$ cat config.mk
export PLATFORM = sky130hd
export DESIGN_NAME = counter_rr_scheduler
export DESIGN_NICKNAME = d
export VERILOG_FILES = /design/src/rtl/counter_rr_scheduler.sv
export SDC_FILE = /design/constraint.sdc
export NUM_CORES = 1
export LEC_CHECK = 0
export ABC_AREA = 1
export BUFFER_PORTS_ARGS = -buffer_cell sky130_fd_sc_hd__buf_2
export CAP_MARGIN = 20
export CELL_PAD_IN_SITES_DETAIL_PLACEMENT = 0
export CELL_PAD_IN_SITES_GLOBAL_PLACEMENT = 1
export CORE_MARGIN = 5
export CORE_UTILIZATION = 37
export DETAILED_ROUTE_END_ITERATION = 8
export PLACE_DENSITY = 0.79
export SYNTH_ARGS = -nofsm -noshare
export SYNTH_HDL_FRONTEND = slang
export SYNTH_SLANG_ARGS = --single-unit
$ cat constraint.sdc
create_clock -name clk -period 1.8 [get_ports clk]
set_input_delay 0.36 -clock clk [delete_from_list [all_inputs] [get_ports clk]]
set_output_delay 0.36 -clock clk [all_outputs]
set_load 0.05 [all_outputs]
$ cat src/rtl/counter_rr_scheduler.sv
// rtl/counter_rr_scheduler.sv - round-robin sharing of one mod-2^CW counter among NREQ requesters
// Optional CNT_HOLD_EN adds a hold input that freezes the count and stretches the slot.
module counter_rr_scheduler #(
  parameter int NREQ     = 4,
  parameter int CW       = 3,
  parameter int SLOT_LEN = 8,
  localparam int OW      = (NREQ > 1) ? $clog2(NREQ) : 1
) (
  input  logic            clk,
  input  logic            rst,
  input  logic [NREQ-1:0] req,
`ifdef CNT_HOLD_EN
  input  logic            hold,
`endif
  output logic [NREQ-1:0] gnt,
  output logic            busy,
  output logic [OW-1:0]   owner,
  output logic [CW-1:0]   count,
  output logic            slot_done
);

  localparam logic [CW-1:0] LAST = CW'(SLOT_LEN - 1);

  typedef enum logic {IDLE, RUN} state_t;

  state_t          state_q, state_d;
  logic [OW-1:0]   owner_d;
  logic [NREQ-1:0] gnt_d;
  logic [CW-1:0]   count_d;
  logic            hold_eff;
  logic            owner_req;
  logic            at_last;
  logic            found;
  logic [OW-1:0]   pick;
  logic [OW-1:0]   cand;

`ifdef CNT_HOLD_EN
  assign hold_eff = hold;
`else
  assign hold_eff = 1'b0;
`endif

  assign busy      = (state_q == RUN);
  assign owner_req = req[owner];
  assign at_last   = (count == LAST);
  assign slot_done = busy && owner_req && at_last && !hold_eff;

  // Search starts just past the last grantee so the previous owner is considered last.
  always_comb begin
    found = 1'b0;
    pick  = owner;
    cand  = owner;
    for (int i = 1; i <= NREQ; i++) begin
      cand = OW'((int'(owner) + i) % NREQ);
      if (!found && req[cand]) begin
        found = 1'b1;
        pick  = cand;
      end
    end
  end

  always_comb begin
    state_d = state_q;
    owner_d = owner;
    gnt_d   = gnt;
    count_d = count;
    case (state_q)
      IDLE: begin
        gnt_d   = '0;
        count_d = '0;
        if (found) begin
          state_d = RUN;
          owner_d = pick;
          gnt_d   = NREQ'(1) << pick;
        end
      end
      RUN: begin
        if (!owner_req || (at_last && !hold_eff)) begin
          state_d = IDLE;
          gnt_d   = '0;
          count_d = '0;
        end else if (!hold_eff) begin
          count_d = count + 1'b1;
        end
      end
      default: begin
        state_d = IDLE;
        gnt_d   = '0;
        count_d = '0;
      end
    endcase
  end

  always_ff @(posedge clk or negedge rst) begin
    if (!rst) begin
      state_q <= IDLE;
      owner   <= OW'(NREQ - 1);
      gnt     <= '0;
      count   <= '0;
    end else begin
      state_q <= state_d;
      owner   <= owner_d;
      gnt     <= gnt_d;
      count   <= count_d;
    end
  end

endmodule
# After elaboration in Yosys (flattened, before gate mapping)

Index checks and enable logic that the tools add are counted.

Add/sub/neg operators: 5
$mul: 0
Divide/modulo/power cells: 0
Magnitude comparators: 5
Equality and inequality tests: 2
Shift operators: 1
Mux-type cells: 26
Bitwise operators: 1
Reductions and logical operators: 11

Operators by type and width:

| kind                                                                         | number |
|---|---|
| 2-bit by 3-bit less-than comparator with 1-bit output, second input constant | 5 |
| 1-bit two-way mux                                                            | 11 |
| 1-bit binary-select mux with 2-bit select                                    | 5 |
| 2-bit two-way mux                                                            | 4 |
| 4-bit two-way mux                                                            | 2 |
| 4-bit one-hot mux with 2 select lines                                        | 1 |
| 3-bit one-hot mux with 2 select lines                                        | 1 |
| 1-bit logical AND                                                            | 5 |
| 2-bit by 1-bit adder with 2-bit output, second input constant                | 2 |
| 2-bit adder, second input constant                                           | 2 |
| 1-bit zero test                                                              | 4 |
| 1-bit by 2-bit left shift with 4-bit output, first input constant            | 1 |
| 3-bit by 1-bit adder with 3-bit output, second input constant                | 1 |
| 3-bit == test, second input constant                                         | 1 |
| 3-bit two-way mux                                                            | 1 |
| 2-bit by 1-bit != test with 1-bit output, second input constant              | 1 |
| 1-bit one-hot mux with 2 select lines                                        | 1 |
| 2-bit AND reduction                                                          | 1 |
| 1-bit logical OR                                                             | 1 |
| 1-bit inverter                                                               | 1 |

Flip-flop bits (word level): 10
Bits in latches: 0
Memory bits (writable): 0
Memory bits (read-only): 0
Input bits: 6
Output and inout port bits: 11
Memories kept: 0

# Logic depth before layout (Yosys ltp)

Gate-level depths: netlist of the first run.

Word-level depth: 16
Gate-level depth with buffers: 12
Depth with buffers taken out: 12

# Worst setup path before layout of the first run

OpenSTA, ideal clock, no wires.

Path type: reg-to-output
Start point: register owner[0]
End point: output slot_done
Arrival time: 2010 ps
Path slack: -570 ps
Stages on the path, launching flop included: 7
Buffers on the path: 1
Cells stage by stage: dfstp_2 buf_6 nand2_1 nand3_1 o21ai_1 or2_4 nor2_1

Cells in the longest elaborated chain, start to end: 4

RTL lines:

| item                                      | RTL line | RTL |
|---|---|---|
| start: declaration                        | 17       | `output logic [OW-1:0] owner,` |
| start signal: assignment                  | 97       | `owner <= OW'(NREQ - 1);` |
| start signal: assignment                  | 102      | `owner <= owner_d;` |
| 1-bit binary-select mux with 2-bit select | 44       | `assign owner_req = req[owner];` |
| 1-bit two-way mux (implied by the code)   | 44       |  |
| 1-bit logical AND (2 in a row)            | 46       | `assign slot_done = busy && owner_req && at_last && !hold_eff;` |
| end: declaration                          | 19       | `output logic slot_done` |

No other way between the ends. The select of a mux whose other input is x is not followed.

# Worst setup path in the final report of the first run

Ends and elaborated chain as after synthesis.

==> results of run 1 <==
per-stage QoR:
stage          setup slack, ps  hold slack [ps]  utilization [%]  cell area [um^2]
2_1_floorplan             -186             64.4                -               813
6_report                  -135              470             55.6              1100
3_3_place_gp              54.3              230             48.5               961
4_1_cts                   -145              471             52.1              1030
5_1_grt                   -190              491             55.6              1100
3_5_place_dp              23.1              231             48.5               961
flip-flops by register name, summed over array words and instances (netlist names):
name and cells:
busy 1, owner 2, count 3, gnt 4
area by class of cell:
| class | count | area share [%] |
|---|---|---|
| Multi-Input combinational cell | 86 | 50.1 |
| Sequential cell | 10 | 23.0 |
| Timing Repair Buffer | 28 | 16.9 |
| Inverter | 12 | 4.55 |
| Tap cell | 27 | 3.07 |
| Clock buffer | 4 | 2.39 |
worst min-delay path by stage:
stage	depth (start not counted)	end	start
floorplan	0	busy$_DFF_PN0_	rst
global placement	1	gnt[1]$_DFFE_PN0P_	rst
detailed placement	1	gnt[1]$_DFFE_PN0P_	rst
CTS	1	count[0]$_DFF_PN0_	count[0]$_DFF_PN0_
global route	1	count[0]$_DFF_PN0_	count[0]$_DFF_PN0_
finish	1	count[0]$_DFF_PN0_	count[0]$_DFF_PN0_
cell usage after synthesis, drive strengths merged:
cell and n:
o21ai 3, buf 1, nand2 59, inv 12, or2 1, nand3 11
dfstp 2, ha 2, dfrtp 8, nor2 10
worst reg2reg max path: cells and delay by family (launching register included):
kind                   cells  cell delay (ps)
buffers and inverters      2              240
flip-flops                 1              630
AND/OR/NAND/NOR           10              780
per-layer routing:
metal / share of wire (%) / track usage (%) / wire length [um] / vias up
li1: - / - / - / 399
met1: 50 / 16.2 / 854 / 338
met2: 47 / 17.2 / 810 / 9
met3: 3.0 / 3.02 / 52 / 0
met4: 0 / 3.05 / 0 / 0
met5: 0 / 0 / 0 / -
cell families (layout without fill, tap and decap cells):
| logic type | Yosys count | in the layout |
|---|---|---|
| AOI/OAI and AO/OA | 3 | 3 |
| buffers and inverters | 13 | 44 |
| DFF | 10 | 10 |
| and+or+nand+nor | 81 | 81 |
| adders and majority gates | 2 | 2 |
what timing repair did:
action	in CTS	in global routing
endpoints found under the hold margin	8	0
hold buffers	1	0
pin swaps	4	2
gates resized for setup	6	12
setup buffers	2	3
setup endpoints to repair	1	7
==> results.cfg, run 1 <==
[placement]
post-dp-hpwl_um = 1380
place_inst = 157
gp_congestion = 0.778
port_buffers = 16

[worst_setup_path]
cpMaxStageDelayCell = dfstp_2
cp.arrival_ps = 1570
crit_cells = 6
r2r_end = gnt[3]$_DFFE_PN0P_
r2r_start = owner[0]$_DFFE_PN1P_
slowest_delay_ps = 630
worstSetupStartpoint = owner[0]$_DFFE_PN1P_
crit_path_max_fanout = 5
rrSetupSlack_ps = 50
crit_chain = nand2_4 > nand2_4 > o21ai_2 > or2_4 > nor2_4 > buf_8
setup.worst_path.end_class = output port
required_ps = 1440
cp-endpoint = slot_done
worstSetupStartpointType = flip-flop
path_delay_family = flip-flops
critPathBufInv = 1
critPathKind = flip-flop to output port
crit_top_cell = nand2_4
r2r_cells = 12

[floorplanning]
io_pins = 17
rows = 16
die_w_um = 55.9
die-area_um2 = 3120
fp.coreArea_um2 = 1980
initial_core_util_pct = 39.3
dieHeight_um = 55.9

[final_layout]
layout.area.seq_um2 = 253
final_common_cell = nand2_1
num_antenna_cells = 0
final_cell_mix = 37 x nand2_1, 15 x buf_2, 13 x nand2_2
nFillCells = 193
final_cells = 167
multi_input_area_um2 = 552
layout-area-overhead-vs-synth_pct = 41.3
drive_above_1_share_pct = 55.0
fin_nets = 149

[synthesis]
ys_warn_count = 0
synthXorXnorAreaFrac_pct = 0
yosys.area_share.adder_pct = 3.21
syn_area_um2 = 779
postSynthCellCount = 109
synth_top_family_by_area = simple AND/OR/NAND/NOR gates
synth_top_area_share_pct = 25.7
synth-compound-area-share_pct = 1.93
synth_simple_gate_area_share_pct = 54.9
ys_ff_latch = 10
ys_top_cells_by_area = dfrtp_1 26%, nand2_1 22%, nand2_2 7.2%
synth.distinct_cells = 19
syn-num-nets = 117
syn_area_per_cell_um2 = 7.15
synth_top_area_cell = dfrtp_1
muxShareOfSynthArea_pct = 0
ys_seq_area_share_pct = 32.4

[outcome]
outcome = finished with violations
violations = setup timing

[cts]
htreeDepth = 1
tritoncts = yes
cts.path.max_buffers = 2
root_buffer = clkbuf_4
clk_latency_ps = 260
cts_sinks = 10
cts_buffers = 3
path_clk_slew_ps = 60

[sta]
rsz0062_at_grt = true
clock.fmax_ghz = 0.517
final_hold_viol_count = 0
skew_ps = 5.35
worst_pin_slew_ps = 253
setup_viol = 1
fin_tns_setup_ps = -135
maxSlewHeadroom_pct = 83.2
min_period_ps = 1930
finalWorstSetupSlack_ps = -135
min_period_over_period_pct = 107
slew_viol_final = 0

[detailed_routing]
drt_wl_total_um = 1720
drt_iter0_markers = 11
vias = 746
dr.pass1.iters = 4
drcViolationCount = 0
via_per_inst = 4.47
ant_nets = 0
wire_per_inst_um = 10.3

[grt]
grt_overflow = 0
grt_pass1_wl_um = 2910
grt_max_degree = 11
grt_pass1_vias = 651
track_usage_pct = 11.5
antenna_found_initial = 0

[hold_path]
hp-class = flip-flop to flip-flop

[run]
cap_violations = 0
Power of run 1 is not shown: default switching activity piles up to over one toggle a cycle in this logic, so the estimate is an artifact.
==> inputs of run 2 (changes only) <==
--- a/config.mk
+++ b/config.mk
@@ -8,10 +8,9 @@
 export ABC_AREA = 1
 export BUFFER_PORTS_ARGS = -buffer_cell sky130_fd_sc_hd__buf_2
 export CAP_MARGIN = 20
-export CELL_PAD_IN_SITES_DETAIL_PLACEMENT = 0
-export CELL_PAD_IN_SITES_GLOBAL_PLACEMENT = 1
 export CORE_MARGIN = 5
-export CORE_UTILIZATION = 37
+export CORE_UTILIZATION = 52
+export CTS_BUF_LIST = sky130_fd_sc_hd__clkbuf_16
 export DETAILED_ROUTE_END_ITERATION = 8
 export PLACE_DENSITY = 0.79
 export SYNTH_ARGS = -nofsm -noshare
==> run 2 against run 1 <==
The flow still finishes with violations (setup timing). Via count rose by 6.7%. Register-to-register slack got worse by 90 ps. Fmax shrank 0.78%. Count of clock-buffer cells in the layout down 1. Core utilization is 19 points higher. Critical path type unchanged.
==> results.cfg, run 2 (synthesis gave the netlist of run 1 again) <==
[outcome]
outcome = finished with violations
violations = setup timing

[worst_setup_path]
critPathBufInv = 1
crit_path_max_fanout = 5
crit_chain = nand2_4 > nand3_2 > o21ai_4 > or2_4 > nor2_4 > buf_8
cp.arrival_ps = 1590
path_delay_family = flip-flops
critPathKind = flip-flop to output port
r2r_cells = 13
rrSetupSlack_ps = -40
cp-endpoint = slot_done
worstSetupStartpointType = flip-flop
r2r_start = owner[0]$_DFFE_PN1P_
required_ps = 1440
r2r_end = gnt[3]$_DFFE_PN0P_
worstSetupStartpoint = owner[0]$_DFFE_PN1P_
cpMaxStageDelayCell = dfstp_2
slowest_delay_ps = 620
setup.worst_path.end_class = output port
crit_cells = 6

[grt]
antenna_found_initial = 0
grt_max_degree = 11
grt_pass1_vias = 752
grt_pass1_wl_um = 3140
grt_overflow = 0
track_usage_pct = 16.1

[sta]
min_period_over_period_pct = 108
setup_viol = 5
clock.fmax_ghz = 0.513
worst_pin_slew_ps = 250
final_hold_viol_count = 0
maxSlewHeadroom_pct = 83.4
fin_tns_setup_ps = -223
rsz0062_at_grt = true
min_period_ps = 1950
slew_viol_final = 0
skew_ps = 1.41
finalWorstSetupSlack_ps = -150

[final_layout]
num_antenna_cells = 0
fin_nets = 148
final_common_cell = nand2_1
largest_register_ff_count = 4
multi_input_area_um2 = 526
layout-area-overhead-vs-synth_pct = 41.4
layout.area.seq_um2 = 253
drive_above_1_share_pct = 51.8
nFillCells = 111
largest_register = gnt
final_cell_mix = 40 x nand2_1, 15 x buf_2, 12 x nand2_2
top_regs = gnt: 4 flops, count: 3 flops, owner: 2 flops

[cts]
htreeDepth = 1
cts_buffers = 3
clk_latency_ps = 230
root_buffer = clkbuf_16
cts.path.max_buffers = 2
tritoncts = yes
path_clk_slew_ps = 40
cts_sinks = 10

[placement]
port_buffers = 16
gp_congestion = 0.857
post-dp-hpwl_um = 1310

[hold_path]
hp-class = flip-flop to flip-flop
holdPathStages = 1

[floorplanning]
initial_core_util_pct = 53.0
die-area_um2 = 2370
io_pins = 17
dieHeight_um = 48.7
rows = 14
die_w_um = 48.7
fp.coreArea_um2 = 1470

[detailed_routing]
wire_per_inst_um = 12.6
drt_iter0_markers = 20
ant_nets = 0
drcViolationCount = 0
via_per_inst = 5.14
vias = 796
drt_wl_total_um = 1950
dr.pass1.iters = 4

[run]
cap_violations = 0
## run 2: cell types whose count changed in the layout (fill, tap and decap cells not counted)
| cell | before | now |
|---|---|---|
| clkbuf_1 | 1 | 0 |
| buf_6 | 1 | 0 |
| nor2_1 | 0 | 1 |
| nor2_4 | 5 | 4 |
| nand2_4 | 8 | 7 |
| nand2_1 | 37 | 40 |
| clkbuf_16 | 0 | 3 |
| clkbuf_4 | 3 | 0 |
| o21ai_4 | 0 | 1 |
| inv_1 | 5 | 6 |
| nand2_2 | 13 | 12 |
| o21ai_2 | 2 | 1 |
| nand2_8 | 1 | 0 |
## run 2: layout make-up
type	instances	share of cell area, %
Timing Repair Buffer	27	15.9
Inverter	12	4.54
Clock inverter	1	0.341
Sequential cell	10	22.9
Tap cell	16	1.82
Multi-Input combinational cell	86	47.7
Clock buffer	3	6.81
## run 2: worst min path at each step
stage,from,to,slack [ps]
finish,count[0]$_DFF_PN0_,count[0]$_DFF_PN0_,460
global route,gnt[2]$_DFFE_PN0P_,gnt[2]$_DFFE_PN0P_,500
CTS,count[0]$_DFF_PN0_,count[0]$_DFF_PN0_,460
detailed placement,rst,gnt[2]$_DFFE_PN0P_,230
global placement,rst,gnt[2]$_DFFE_PN0P_,220
floorplan,rst,busy$_DFF_PN0_,60
## run 2: layer usage
metal	wire (um)	global-route usage, %	vias up
li1	-	-	395
met1	825	20.1	373
met2	1040	28.7	26
met3	77	2.15	2
met4	7	4.04	0
met5	0	0	-
## run 2: timing repair
| action | in CTS | in global routing |
|---|---|---|
| gates cloned | 0 | 0 |
| setup buffers | 3 | 3 |
| resized for setup | 4 | 6 |
| endpoints found under the setup margin | 1 | 7 |
| hold endpoints to repair | 8 | 0 |
| hold buffers | 1 | 0 |
| pin swaps | 5 | 7 |
## run 2: per-stage QoR
step	hold WS, ps	cells	instance area (um^2)	setup slack (ps)	utilization [%]
floorplan	64.4	109	813	-186	-
global placement	222	144	932	32.0	63.4
detailed placement	226	144	932	17.7	63.4
CTS	463	152	1050	-132	71.7
global route	502	155	1100	-212	74.9
finish	461	155	1100	-150	74.9
Power of run 2 is left out for the same reason.
